===== src/rtl/hit_pkg.sv =====
// -----------------------------------------------------------------------------
// hit_pkg
// Shared types and helpers for the multi-ball hit controller.
//   border_side_t : which wall a border pixel belongs to
//   state_t       : controller FSM states
//   HOLE_W        : width of a hole index
//   num_pairs()   : number of unordered ball pairs (triangular count)
//   pair_bit()    : flat bit position of pair (i,j), i<j, in the pair vector
//   sat_abs()     : absolute value clamped to the positive range of a w-bit
//                   signed number
// -----------------------------------------------------------------------------
package hit_pkg;

    localparam int HOLE_W = 3;

    typedef enum logic [1:0] {
        SIDE_TOP    = 2'd0,
        SIDE_BOTTOM = 2'd1,
        SIDE_LEFT   = 2'd2,
        SIDE_RIGHT  = 2'd3
    } border_side_t;

    typedef enum logic {
        ST_COLLECT = 1'b0,
        ST_RESOLVE = 1'b1
    } state_t;

    function automatic int num_pairs(input int n);
        return (n * (n - 1)) / 2;
    endfunction

    // Row-major upper triangle: (0,1),(0,2)..(0,n-1),(1,2)..
    function automatic int pair_bit(input int i, input int j, input int n);
        return i * n - (i * (i + 1)) / 2 + (j - i - 1);
    endfunction

    // The most negative w-bit value has no positive twin, so it clamps.
    function automatic int sat_abs(input int v, input int w);
        int max_pos;
        max_pos = (1 << (w - 1)) - 1;
        if (v >= 0) return v;
        if (v < -max_pos) return max_pos;
        return -v;
    endfunction

endpackage


===== src/rtl/multi_ball_hit_controller_if.sv =====
// -----------------------------------------------------------------------------
// multi_ball_hit_controller_if
// Result stream from the hit controller to the ball-motion blocks.
//   resValid/resReady : valid/ready handshake of one result beat
//   resIdx            : ball index of the beat
//   resVelX/resVelY   : resolved signed velocity
//   resCollision      : border or ball-ball event for this ball
//   resHoleHit        : ball entered a hole; resHoleNum is its index
//   frameDone         : last beat of the frame accepted
//   frameOverrun      : frame boundary arrived while still resolving
// master = controller side, slave = consumer side.
// -----------------------------------------------------------------------------
interface multi_ball_hit_controller_if
    import hit_pkg::*;
#(
    parameter int NUM_BALLS = 2,
    parameter int VEL_W     = 11
);
    localparam int IDX_W = $clog2(NUM_BALLS);

    logic              resValid;
    logic              resReady;
    logic [IDX_W-1:0]  resIdx;
    logic [VEL_W-1:0]  resVelX;
    logic [VEL_W-1:0]  resVelY;
    logic              resCollision;
    logic              resHoleHit;
    logic [HOLE_W-1:0] resHoleNum;
    logic              frameDone;
    logic              frameOverrun;

    modport master (
        output resValid, resIdx, resVelX, resVelY, resCollision,
               resHoleHit, resHoleNum, frameDone, frameOverrun,
        input  resReady
    );

    modport slave (
        input  resValid, resIdx, resVelX, resVelY, resCollision,
               resHoleHit, resHoleNum, frameDone, frameOverrun,
        output resReady
    );

endinterface


===== src/rtl/hit_collector.sv =====
// -----------------------------------------------------------------------------
// hit_collector
// Sticky per-frame event collectors plus their start-of-frame snapshot.
//   clk, resetN      : clock, asynchronous active-low reset
//   clear_i          : restart collection (same-cycle events are kept)
//   snap_i           : copy current collector contents into the snapshot
//   ballDR_i ...     : pixel drawing requests and border side / hole index
//   snap_*_o         : snapshot of border, pair, hole and first hole number
// -----------------------------------------------------------------------------
module hit_collector
    import hit_pkg::*;
#(
    parameter int NUM_BALLS = 2
) (
    input  logic                              clk,
    input  logic                              resetN,
    input  logic                              clear_i,
    input  logic                              snap_i,
    input  logic [NUM_BALLS-1:0]              ballDR_i,
    input  logic                              bordersDR_i,
    input  logic [1:0]                        borderSide_i,
    input  logic                              holesDR_i,
    input  logic [HOLE_W-1:0]                 holeNumber_i,
    output logic [NUM_BALLS-1:0][3:0]         snap_border_o,
    output logic [num_pairs(NUM_BALLS)-1:0]   snap_pair_o,
    output logic [NUM_BALLS-1:0]              snap_hole_o,
    output logic [NUM_BALLS-1:0][HOLE_W-1:0]  snap_hole_num_o
);
    localparam int NPAIRS = num_pairs(NUM_BALLS);

    logic [NUM_BALLS-1:0][3:0]        border_q, border_d, snap_border_q;
    logic [NPAIRS-1:0]                pair_q, pair_d, snap_pair_q;
    logic [NUM_BALLS-1:0]             hole_q, hole_d, snap_hole_q;
    logic [NUM_BALLS-1:0][HOLE_W-1:0] hole_num_q, hole_num_d, snap_hole_num_q;

    // NOTE: every variable gets its base value before any conditional update,
    // otherwise a path that skips the assignment would infer a latch.
    always_comb begin
        border_d   = clear_i ? '0 : border_q;
        pair_d     = clear_i ? '0 : pair_q;
        hole_d     = clear_i ? '0 : hole_q;
        hole_num_d = clear_i ? '0 : hole_num_q;
        for (int i = 0; i < NUM_BALLS; i++) begin
            if (ballDR_i[i] && bordersDR_i) border_d[i][borderSide_i] = 1'b1;
            // First hole of the frame wins; later holes leave the number alone.
            if (ballDR_i[i] && holesDR_i && !hole_d[i]) begin
                hole_d[i]     = 1'b1;
                hole_num_d[i] = holeNumber_i;
            end
            for (int j = i + 1; j < NUM_BALLS; j++) begin
                if (ballDR_i[i] && ballDR_i[j]) pair_d[pair_bit(i, j, NUM_BALLS)] = 1'b1;
            end
        end
    end

    // NOTE: these are plain flop banks, not RAM, so they all take the reset.
    always_ff @(posedge clk or negedge resetN) begin
        if (!resetN) begin
            border_q        <= '0;
            pair_q          <= '0;
            hole_q          <= '0;
            hole_num_q      <= '0;
            snap_border_q   <= '0;
            snap_pair_q     <= '0;
            snap_hole_q     <= '0;
            snap_hole_num_q <= '0;
        end else begin
            border_q   <= border_d;
            pair_q     <= pair_d;
            hole_q     <= hole_d;
            hole_num_q <= hole_num_d;
            if (snap_i) begin
                snap_border_q   <= border_q;
                snap_pair_q     <= pair_q;
                snap_hole_q     <= hole_q;
                snap_hole_num_q <= hole_num_q;
            end
        end
    end

    assign snap_border_o   = snap_border_q;
    assign snap_pair_o     = snap_pair_q;
    assign snap_hole_o     = snap_hole_q;
    assign snap_hole_num_o = snap_hole_num_q;

endmodule


===== src/rtl/multi_ball_hit_controller.sv =====
// -----------------------------------------------------------------------------
// multi_ball_hit_controller
// Collects overlap events over a frame, snapshots them at startOfFrame and
// emits one resolved velocity/collision beat per ball on the result stream.
//   clk, resetN          : clock, asynchronous active-low reset
//   startOfFrame         : frame boundary pulse
//   ballDR, bordersDR,
//   borderSide, holesDR,
//   holeNumber           : current pixel drawing requests
//   ballVelX, ballVelY   : packed signed velocities, ball i at [i*VEL_W +: VEL_W]
//   res                  : result stream (master side)
// -----------------------------------------------------------------------------
module multi_ball_hit_controller
    import hit_pkg::*;
#(
    parameter int NUM_BALLS = 2,
    parameter int VEL_W     = 11
) (
    input  logic                       clk,
    input  logic                       resetN,
    input  logic                       startOfFrame,
    input  logic [NUM_BALLS-1:0]       ballDR,
    input  logic                       bordersDR,
    input  logic [1:0]                 borderSide,
    input  logic                       holesDR,
    input  logic [HOLE_W-1:0]          holeNumber,
    input  logic [NUM_BALLS*VEL_W-1:0] ballVelX,
    input  logic [NUM_BALLS*VEL_W-1:0] ballVelY,
    multi_ball_hit_controller_if.master res
);
    localparam int IDX_W  = $clog2(NUM_BALLS);
    localparam int NPAIRS = num_pairs(NUM_BALLS);
    localparam logic [IDX_W:0]   BEATS    = (IDX_W + 1)'(NUM_BALLS);
    localparam logic [IDX_W-1:0] LAST_IDX = IDX_W'(NUM_BALLS - 1);

    state_t                           state_q, state_d;
    logic [IDX_W:0]                   cnt_q, cnt_d;
    logic [NUM_BALLS-1:0][VEL_W-1:0]  vel_x_q, vel_y_q;
    logic                             valid_q, valid_d;
    logic [IDX_W-1:0]                 idx_q, idx_d;
    logic [VEL_W-1:0]                 vx_q, vx_d, vy_q, vy_d;
    logic                             coll_q, coll_d, hit_q, hit_d;
    logic [HOLE_W-1:0]                hnum_q, hnum_d;

    logic                             capture, load, last_accept;
    logic [IDX_W-1:0]                 cur;
    logic [NUM_BALLS-1:0][3:0]        snap_border;
    logic [NPAIRS-1:0]                snap_pair;
    logic [NUM_BALLS-1:0]             snap_hole;
    logic [NUM_BALLS-1:0][HOLE_W-1:0] snap_hole_num;
    logic [NUM_BALLS-1:0][VEL_W-1:0]  res_vx, res_vy;
    logic [NUM_BALLS-1:0]             res_coll;

    hit_collector #(.NUM_BALLS(NUM_BALLS)) u_collector (
        .clk             (clk),
        .resetN          (resetN),
        .clear_i         (capture),
        .snap_i          (capture),
        .ballDR_i        (ballDR),
        .bordersDR_i     (bordersDR),
        .borderSide_i    (borderSide),
        .holesDR_i       (holesDR),
        .holeNumber_i    (holeNumber),
        .snap_border_o   (snap_border),
        .snap_pair_o     (snap_pair),
        .snap_hole_o     (snap_hole),
        .snap_hole_num_o (snap_hole_num)
    );

    // Resolve every ball from the snapshot; the FSM picks one per beat.
    always_comb begin
        logic                    found;
        logic signed [VEL_W-1:0] vx, vy;
        int                      pb;
        res_vx   = '0;
        res_vy   = '0;
        res_coll = '0;
        found    = 1'b0;
        vx       = '0;
        vy       = '0;
        pb       = 0;
        for (int i = 0; i < NUM_BALLS; i++) begin
            found       = 1'b0;
            vx          = $signed(vel_x_q[i]);
            vy          = $signed(vel_y_q[i]);
            res_coll[i] = |snap_border[i];
            // Ball-ball: take the velocity of the lowest-index partner.
            for (int j = 0; j < NUM_BALLS; j++) begin
                if (j < i)      pb = pair_bit(j, i, NUM_BALLS);
                else if (j > i) pb = pair_bit(i, j, NUM_BALLS);
                else            pb = 0;
                if (j != i && !found && snap_pair[pb]) begin
                    found       = 1'b1;
                    vx          = $signed(vel_x_q[j]);
                    vy          = $signed(vel_y_q[j]);
                    res_coll[i] = 1'b1;
                end
            end
            // Positive rule is applied last so it wins on opposite walls.
            if (snap_border[i][SIDE_BOTTOM]) vy = VEL_W'(-sat_abs(int'(vy), VEL_W));
            if (snap_border[i][SIDE_TOP])    vy = VEL_W'(sat_abs(int'(vy), VEL_W));
            if (snap_border[i][SIDE_RIGHT])  vx = VEL_W'(-sat_abs(int'(vx), VEL_W));
            if (snap_border[i][SIDE_LEFT])   vx = VEL_W'(sat_abs(int'(vx), VEL_W));
            if (snap_hole[i]) begin
                vx          = '0;
                vy          = '0;
                res_coll[i] = 1'b0;
            end
            res_vx[i] = vx;
            res_vy[i] = vy;
        end
    end

    assign cur         = cnt_q[IDX_W-1:0];
    assign load        = !valid_q || res.resReady;
    assign last_accept = (state_q == ST_RESOLVE) && valid_q && res.resReady && (idx_q == LAST_IDX);

    always_comb begin
        state_d = state_q;
        cnt_d   = cnt_q;
        capture = 1'b0;
        valid_d = valid_q;
        idx_d   = idx_q;
        vx_d    = vx_q;
        vy_d    = vy_q;
        coll_d  = coll_q;
        hit_d   = hit_q;
        hnum_d  = hnum_q;
        case (state_q)
            ST_COLLECT: begin
                if (startOfFrame) begin
                    capture = 1'b1;
                    cnt_d   = '0;
                    state_d = ST_RESOLVE;
                end
            end
            ST_RESOLVE: begin
                if (load) begin
                    if (cnt_q < BEATS) begin
                        valid_d = 1'b1;
                        idx_d   = cur;
                        vx_d    = res_vx[cur];
                        vy_d    = res_vy[cur];
                        coll_d  = res_coll[cur];
                        hit_d   = snap_hole[cur];
                        hnum_d  = snap_hole_num[cur];
                        cnt_d   = cnt_q + (IDX_W + 1)'(1);
                    end else begin
                        valid_d = 1'b0;
                    end
                end
                if (last_accept) state_d = ST_COLLECT;
            end
            default: state_d = ST_COLLECT;
        endcase
    end

    // NOTE: sequential state uses non-blocking assignments so every flop
    // samples pre-edge values regardless of statement order.
    always_ff @(posedge clk or negedge resetN) begin
        if (!resetN) begin
            state_q <= ST_COLLECT;
            cnt_q   <= '0;
            vel_x_q <= '0;
            vel_y_q <= '0;
            valid_q <= 1'b0;
            idx_q   <= '0;
            vx_q    <= '0;
            vy_q    <= '0;
            coll_q  <= 1'b0;
            hit_q   <= 1'b0;
            hnum_q  <= '0;
        end else begin
            state_q <= state_d;
            cnt_q   <= cnt_d;
            if (capture) begin
                vel_x_q <= ballVelX;
                vel_y_q <= ballVelY;
            end
            valid_q <= valid_d;
            idx_q   <= idx_d;
            vx_q    <= vx_d;
            vy_q    <= vy_d;
            coll_q  <= coll_d;
            hit_q   <= hit_d;
            hnum_q  <= hnum_d;
        end
    end

    assign res.resValid     = valid_q;
    assign res.resIdx       = idx_q;
    assign res.resVelX      = vx_q;
    assign res.resVelY      = vy_q;
    assign res.resCollision = coll_q;
    assign res.resHoleHit   = hit_q;
    assign res.resHoleNum   = hnum_q;
    assign res.frameDone    = last_accept;
    assign res.frameOverrun = (state_q == ST_RESOLVE) && startOfFrame;

endmodule


===== src/flat_wrapper.sv =====
// flat-port wrapper written by rule: the top's interface ports become plain ports
module multi_ball_hit_controller_flat import hit_pkg::*;
#(
    parameter int NUM_BALLS = 2,
    parameter int VEL_W     = 11
)
  (clk, resetN, startOfFrame, ballDR, bordersDR, borderSide, holesDR, holeNumber, ballVelX, ballVelY, res_resValid, res_resIdx, res_resVelX, res_resVelY, res_resCollision, res_resHoleHit, res_resHoleNum, res_frameDone, res_frameOverrun, res_resReady);
  multi_ball_hit_controller_if #(.NUM_BALLS(NUM_BALLS), .VEL_W(VEL_W)) res_i ();
  input  logic clk;
  input  logic resetN;
  input  logic startOfFrame;
  input  logic [NUM_BALLS-1:0] ballDR;
  input  logic bordersDR;
  input  logic [1:0] borderSide;
  input  logic holesDR;
  input  logic [HOLE_W-1:0] holeNumber;
  input  logic [NUM_BALLS*VEL_W-1:0] ballVelX;
  input  logic [NUM_BALLS*VEL_W-1:0] ballVelY;
  output wire logic [$bits(res_i.resValid)-1:0] res_resValid;
  output wire logic [$bits(res_i.resIdx)-1:0] res_resIdx;
  output wire logic [$bits(res_i.resVelX)-1:0] res_resVelX;
  output wire logic [$bits(res_i.resVelY)-1:0] res_resVelY;
  output wire logic [$bits(res_i.resCollision)-1:0] res_resCollision;
  output wire logic [$bits(res_i.resHoleHit)-1:0] res_resHoleHit;
  output wire logic [$bits(res_i.resHoleNum)-1:0] res_resHoleNum;
  output wire logic [$bits(res_i.frameDone)-1:0] res_frameDone;
  output wire logic [$bits(res_i.frameOverrun)-1:0] res_frameOverrun;
  input wire logic [$bits(res_i.resReady)-1:0] res_resReady;
  assign res_resValid = res_i.resValid;
  assign res_resIdx = res_i.resIdx;
  assign res_resVelX = res_i.resVelX;
  assign res_resVelY = res_i.resVelY;
  assign res_resCollision = res_i.resCollision;
  assign res_resHoleHit = res_i.resHoleHit;
  assign res_resHoleNum = res_i.resHoleNum;
  assign res_frameDone = res_i.frameDone;
  assign res_frameOverrun = res_i.frameOverrun;
  assign res_i.resReady = res_resReady;
  multi_ball_hit_controller #(.NUM_BALLS(NUM_BALLS), .VEL_W(VEL_W)) u_core (.clk(clk), .resetN(resetN), .startOfFrame(startOfFrame), .ballDR(ballDR), .bordersDR(bordersDR), .borderSide(borderSide), .holesDR(holesDR), .holeNumber(holeNumber), .ballVelX(ballVelX), .ballVelY(ballVelY), .res(res_i));
endmodule

===== config.mk =====
export PLATFORM = sky130hd
export DESIGN_NAME = multi_ball_hit_controller_flat
export DESIGN_NICKNAME = d
export VERILOG_FILES = /design/src/rtl/hit_pkg.sv /design/src/rtl/multi_ball_hit_controller_if.sv /design/src/rtl/hit_collector.sv /design/src/rtl/multi_ball_hit_controller.sv /design/src/flat_wrapper.sv
export SDC_FILE = /design/constraint.sdc
export NUM_CORES = 1
export LEC_CHECK = 0
export ABC_AREA = 1
export CAP_MARGIN = 40
export CORE_MARGIN = 5
export CORE_UTILIZATION = 50
export DETAILED_ROUTE_END_ITERATION = 8
export GPL_ROUTABILITY_DRIVEN = 0
export PLACE_DENSITY = 0.75
export SLEW_MARGIN = 20
export SYNTH_ARGS = -nofsm -noshare
export SYNTH_HDL_FRONTEND = slang
export SYNTH_SLANG_ARGS = --single-unit

===== constraint.sdc =====
create_clock -name clk -period 4.15 [get_ports clk]
set_input_delay 0.83 -clock clk [delete_from_list [all_inputs] [get_ports clk]]
set_output_delay 0.83 -clock clk [all_outputs]
set_load 0.1 [all_outputs]

==> impl_results.md, run 1 <==
* Post-synth EDFFs at 0
* Setup TNS at 0 ns
* Area occupied by multi-input gates at 5793 um2
* Die width at 148.5 um
* Commonest cells in the netlist: nand2_1 (670), inv_1 (178), nand3_1 (133)
* Metal2 WL at 11430 um
* Minimum clock period at 3.852 ns
* Asr flop ratio synth at 1.000
* Worst-path maximum fanout at 16
* Clk slew on worst S/H paths at 0.08 ns
* Antenna Nets Post-Route at 0
* Fillers at 1800
* Wirelength per Cell at 13.69 um
* Worst Tran Pin Value at 0.7108 ns
* Tcrit/Tclk final at 0.9281
* Post-synth top area share at 0.2871
* Synth Area in Compound Gates at 0.1129
* Die Footprint at 22050 um2
* Crit. Startpoint: u_core.u_collector.snap_pair_o
* Synth area leader: dfrtp_1
* DRT iter0 DRCs at 928
* CTS max path bufs at 2
* Die Y at 148.5 um
* Clock Latency Late Sink at 0.37 ns
* Ports at 88
* Hold crit path type: input port to asynchronous set/reset pin
* # diodes at 0
* Number of global-route vias before repair at 9117
* Required time worst endpoint at 4.40 ns
* Status: finished clean
* Most frequent cell after synthesis: nand2_1
* Area Overhead vs Synth at 17.98%
* Vias per cell at 5.264
* Largest net degree at the start of global routing at 45
* Hpwl dp at 20880 um
* WL final at 26330 um
* H-tree levels at 3
* Reg area at 2754 um2
* Wl on met1 at 12900 um
* Highest routed metal layer: met4
* Crit path DAT at 4.10 ns
* Largest cells by area after synthesis: dfrtp_1 (29%), nand2_1 (26%), inv_1 (7.0%)
* R2R Path Start: u_core.u_collector.snap_pair_o
* First-pass GRT wire length at 44390 um
* FMAX at 259.6 MHz
* Core area at 18770 um2
* Reg2Reg Setup Slack at 0.30 ns
* Worst setup EP type: flip-flop
* Synth unique cells at 43
* Critical path type: flip-flop to flip-flop
* Max-cap violations at 0
* Synth Flop Type: dfrtp_1
* CTS root buffer: clkbuf_16
* Slew margin rel. at 0.5244
* RSZ-0062 raised after global routing: false
* Avg Cell Area, Syn at 6.008 um2
* Adder-cell share of the synthesized area at 0.01566
* Starting Density at 0.5109
* CTS tree: done
* DR WL met3 at 1512 um
* GRT Residual Overflow at 0
* 1st-pass router iterations at 5
* Crit start category: flip-flop
* Seq/Total Area, Yosys at 0.2871
* Post-Synth XOR/XNOR Area at 0.01370
* Final nets at 1753
* Seq cells post-synth at 110
* Post-Syn Instances at 1596
* DR vias at 10123
* Synth Warn # at 0
* Initial antenna violation count at 0
* Final Max Tran Viols at 0
* Post-synthesis mux area share at 0
* Clk sinks at 110
* Syn_nets at 1665
* Share of layout cells above drive strength 1 at 0.09473
* CP Capture Point: u_core.res.resVelY[8]
* # setup viols final at 0
* Drt drc at 0
* Synth Area in Simple Gates at 0.4601
* Final hold viol count at 0
* Reg2Reg Depth at 23
* Reg2reg end: u_core.res.resVelY[8]
* Port buffer count at 87
* CTS Buf Count at 9
* Gr usage total at 0.2409
* Final Skew at 0.01306 ns
* Cell Area, Synth at 9589 um2
* Row Count at 50
* Largest family of logic cells by synthesized area: simple AND/OR/NAND/NOR gates
* Post-CTS Setup Inserts at 0
## flip-flops by register name, indices dropped and copies added (netlist names)
signal / count
u_core.res.resValid: 1
u_core.state_q: 1
u_core.u_collector.snap_hole_num_o: 6
u_core.u_collector.snap_pair_o: 1
u_core.u_collector.snap_border_o: 8
u_core.cnt_q: 2
u_core.vel_x_q: 22
u_core.u_collector.hole_q: 2
u_core.u_collector.snap_hole_o: 2
u_core.u_collector.pair_q: 1
u_core.res.resHoleHit: 1
u_core.vel_y_q: 22
u_core.u_collector.border_q: 8
u_core.res.resCollision: 1
u_core.res.resVelX: 11
u_core.res.resVelY: 11
u_core.u_collector.hole_num_q: 6
u_core.res.resIdx: 1
u_core.res.resHoleNum: 3
## final cells by class
type,count,area share
repair buffers,130,0.1273
clock inverters,7,0.007410
well taps,234,0.02588
multi-input cells,1240,0.5121
flip-flops and latches,110,0.2434
clock buffers,9,0.01991
inverters,193,0.06403
## placed cells by master (no fill, tap or decap), types with 2 or more instances in the layout
cell	netlist	routed
a21oi_2	3	3
nor3_1	2	2
nor2_1	105	104
nand4_1	28	28
o21ai_0	100	98
buf_4	10	14
nor2_2	21	21
o21ai_2	5	6
clkinv_4	0	2
buf_8	2	29
o21ai_4	3	3
nand2_2	25	25
nand3_1	133	133
o211ai_1	2	2
a21oi_1	49	49
a31oi_1	4	4
o22ai_1	3	3
nand4_4	2	2
xor2_1	11	11
ha_1	12	12
clkbuf_16	0	9
inv_6	0	2
clkinv_1	7	7
inv_1	178	178
nand2_1	670	670
clkdlybuf4s50_1	0	84
nand3_2	11	11
inv_2	8	8
nor2_4	14	15
o21bai_1	4	4
clkinv_8	0	3
xnor2_1	4	4
o21ai_1	18	19
nand3b_1	3	3
dfrtp_1	110	109
## how the worst min path moves through the flow
stage	end	slack (ns)	depth (start not counted)
global route	u_core.vel_x_q[0]	0.40	1
CTS	u_core.vel_x_q[17]	0.37	1
global placement	u_core.u_collector.snap_hole_num_o[0]	0.46	2
floorplan	u_core.u_collector.pair_q	0.44	2
detailed placement	u_core.cnt_q[1]	0.46	2
finish	u_core.vel_x_q[15]	0.36	1
## per-stage QoR
| step | util | cell area [um2] | hold slack, ns | setup WS (ns) | instances |
|---|---|---|---|---|---|
| 6_report | 0.6028 | 11310 | 0.3624 | 0.2983 | 1923 |
| 5_1_grt | 0.6028 | 11310 | 0.3950 | 0.009177 | 1923 |
| 4_1_cts | 0.6026 | 11310 | 0.3694 | 0.2646 | 1923 |
| 3_5_place_dp | 0.5861 | 11000 | 0.4629 | 0.3108 | 1907 |
| 3_3_place_gp | 0.5615 | 10540 | 0.4567 | 0.2895 | 1877 |
| 2_1_floorplan | - | 9595 | 0.4422 | 0.4465 | 1596 |
## cell families (layout without fill, tap and decap cells)
| kind of cell | after synthesis | after routing |
|---|---|---|
| DFF | 110 | 110 |
| xor gates and xnor gates | 15 | 15 |
| and+or+nand+nor | 1018 | 1018 |
| AOI/OAI and AO/OA | 195 | 195 |
| adders and majority gates | 12 | 12 |
| buffers and inverters | 246 | 339 |
## critical path, stage by stage, from the launching register on
cell and delay [ns]:
dfrtp_2 0.43, inv_2 0.23, buf_4 0.22, nand2_1 0.07, nand2_2 0.12, nand2_1 0.08, nor2_2 0.24, nand4_4 0.26
inv_2 0.14, nor2_1 0.05, ha_1 0.26, o21ai_0 0.42, ha_1 0.26, inv_1 0.04, nor2_1 0.18, nand3_1 0.12
nor2_2 0.16, nand4_1 0.10, nand2_1 0.08, nand2_1 0.06, nand2_1 0.08, nand2_1 0.05, nand2_1 0.05, nand2_1 0.05
## metal layers
layer	GRT usage	up-vias
li1	-	5190
met1	0.3644	4560
met2	0.3676	332
met3	0.02468	41
met4	0.06328	0
met5	0	-
## what timing repair did
item / CTS / global route
hold buffers: 0 / 0
setup endpoints to repair: 0 / 11
gates resized for setup: 0 / 3
Power of run 1 is left out: the tool's default activity adds up to more than one toggle a clock period on the data nets, which glitch-free logic cannot reach.
==> inputs of run 2 (changes only) <==
CORE_MARGIN = unset   (was 5)
==> impl_results.md, run 2 (same netlist as run 1, synthesis figures left out) <==
* Die Y at 140.5 um (was 148.5 um)
* Starting Density at 0.5109 (unchanged)
* Most common cell after layout, fill and taps aside: nand2_1 (unchanged)
* Drt drc at 0 (unchanged)
* Antenna Nets Post-Route at 0 (unchanged)
* GR peak layer: met2 (unchanged)
* Grt met1 use at 0.4020 (was 0.3644)
* GRT Residual Overflow at 0 (unchanged)
* Row Count at 50 (unchanged)
* Critical path type: flip-flop to flip-flop (unchanged)
* 1st-pass router iterations at 6 (was 5)
* Gr usage total at 0.2779 (was 0.2409)
* Die Footprint at 19740 um2 (was 22050 um2)
* Final Skew at 0.01573 ns (was 0.01306 ns)
* WL final at 26140 um (was 26330 um)
* Worst Tran Pin Value at 0.7697 ns (was 0.7108 ns)
* Commonest cells after routing, fill and taps aside: nand2_1 (669), inv_1 (178), nand3_1 (133) (was nand2_1 (670), inv_1 (178), nand3_1 (133))
* Largest net degree at the start of global routing at 114 (was 45)
* # setup viols final at 0 (unchanged)
* H-tree levels at 3 (unchanged)
* Required time worst endpoint at 4.41 ns (was 4.40 ns)
* Met2 usage at 0.4347 (was 0.3676)
* Share of layout cells above drive strength 1 at 0.09371 (was 0.09473)
* Crit-path slowest cell: dfrtp_2 (unchanged)
* FMAX at 260.2 MHz (was 259.6 MHz)
* CTS resizes at 0 (unchanged)
* Worst setup EP type: flip-flop (unchanged)
* Clk sinks at 110 (unchanged)
* Tcrit/Tclk final at 0.9260 (was 0.9281)
* Hpwl dp at 20440 um (was 20880 um)
* Die width at 140.5 um (was 148.5 um)
* Slew margin rel. at 0.4850 (was 0.5244)
* Largest regs: u_core.vel_x_q x22, u_core.vel_y_q x22 (unchanged)
* RSZ-0062 raised after global routing: false (unchanged)
* Max-cap violations at 0 (unchanged)
* Wirelength per Cell at 13.61 um (was 13.69 um)
* Finished Layout Cells at 1920 (was 1923)
* Hold crit path type: input port to asynchronous set/reset pin (unchanged)
* Area Overhead vs Synth at 17.85% (was 17.98%)
* M3 GR Usage at 0.02803 (was 0.02468)
* CP dominant cell by count: nand2_1 (unchanged)
* Initial antenna violation count at 0 (unchanged)
* CTS tree: done (unchanged)
* Crit path DAT at 4.11 ns (was 4.10 ns)
* Vias per cell at 5.329 (was 5.264)
* Post-CTS Setup Inserts at 0 (unchanged)
* DR vias at 10232 (was 10123)
* DRT iter0 DRCs at 921 (was 928)
* First-pass GRT wire length at 44570 um (was 44390 um)
* CTS max path bufs at 2 (unchanged)
* Clock Latency Late Sink at 0.37 ns (about the same)
* Worst-path maximum fanout at 36 (was 16)
* Setup TNS at 0 ns (unchanged)
* Core area at 18770 um2 (unchanged)
* Crit start category: flip-flop (unchanged)
* # diodes at 0 (unchanged)
* CTS root buffer: clkbuf_16 (unchanged)
* CP Cell Sequence: buf_4 -> nand2_1 -> o21ai_4 -> inv_1 -> nor2_1 -> a21oi_4 -> inv_1 -> ha_1 -> nand4_1 -> nor2_1 -> nand4_1 -> nand3_1 -> nand2_1 -> nand2_1 -> inv_1 -> nand3_1 -> nand3_1 -> nand2_1 -> nand2_1 -> nand2_1 -> nand2_1 (was inv_2 -> buf_4 -> nand2_1 -> nand2_2 -> nand2_1 -> nor2_2 -> nand4_4 -> inv_2 -> nor2_1 -> ha_1 -> o21ai_0 -> ha_1 -> inv_1 -> nor2_1 -> nand3_1 -> nor2_2 -> nand4_1 -> nand2_1 -> nand2_1 -> nand2_1 -> nand2_1 -> nand2_1 -> nand2_1)
* Final nets at 1750 (was 1753)
* Reg2Reg Setup Slack at 0.31 ns (was 0.30 ns)
* Port buffer count at 87 (unchanged)
* Fillers at 1817 (was 1800)
* Status: finished clean (unchanged)
* Final hold viol count at 0 (unchanged)
* Ports at 88 (unchanged)
* CP peak stage delay at 0.42 ns (was 0.43 ns)
* Number of global-route vias before repair at 9300 (was 9117)
* DP Cell Count at 1904 (was 1907)
* Final Max Tran Viols at 0 (unchanged)
* Clk slew on worst S/H paths at 0.09 ns (was 0.08 ns)
* Minimum clock period at 3.843 ns (was 3.852 ns)
* CTS Buf Count at 9 (unchanged)
* Post-CTS Hold Buffers at 0 (unchanged)
==> run 2: cell type report <==
type	count	area, um2	area share
multi-input cells	1240	5796	0.5128
well taps	234	292.8	0.02591
flip-flops and latches	110	2754	0.2437
clock buffers	9	225.2	0.01993
inverters	193	726.9	0.06433
clock inverters	7	96.34	0.008525
repair buffers	127	1410	0.1248
==> run 2: path summary, 6_finish.rpt <==
check                      cells after the start                                   from                                     to
max                                           21         u_core.u_collector.snap_pair_o                  u_core.res.resVelY[4]
min                                            1                                 resetN                     u_core.vel_x_q[19]
max reg2reg                                   21         u_core.u_collector.snap_pair_o                  u_core.res.resVelY[4]
min reg2reg                                    2  u_core.u_collector.snap_hole_num_o[0]  u_core.u_collector.snap_hole_num_o[0]
max in group asynchronous                      3                                 resetN                     u_core.vel_y_q[17]
min in group clk                               2  u_core.u_collector.snap_hole_num_o[0]  u_core.u_collector.snap_hole_num_o[0]
==> run 2: critical path: cells and delay by family (launching register included) <==
kind	cells	cell delay [ns]
and+or+nand+nor	14	1.99
DFF	1	0.42
AOI/OAI and AO/OA	2	0.32
adders and majority gates	1	0.18
buffers and inverters	4	0.80
==> run 2: metal layers <==
layer | share of wire | vias up | routed length, um
met3 | 0.069 | 41 | 1793
met1 | 0.47 | 4617 | 12410
met5 | 0 | - | 0
li1 | - | 5192 | -
met4 | 0.021 | 0 | 545
met2 | 0.44 | 382 | 11390
==> run 2: stage by stage <==
step	instance area, um2	setup WS [ns]	utilization	hold slack [ns]
5_1_grt	11300	0.006393	0.6021	0.4463
4_1_cts	11290	0.2229	0.6017	0.4273
3_5_place_dp	10970	0.2490	0.5845	0.4592
2_1_floorplan	9595	0.4465	-	0.4422
6_report	11300	0.3071	0.6021	0.4101
3_3_place_gp	10520	0.3916	0.5603	0.4536
Power of run 2 is left out for the same reason.
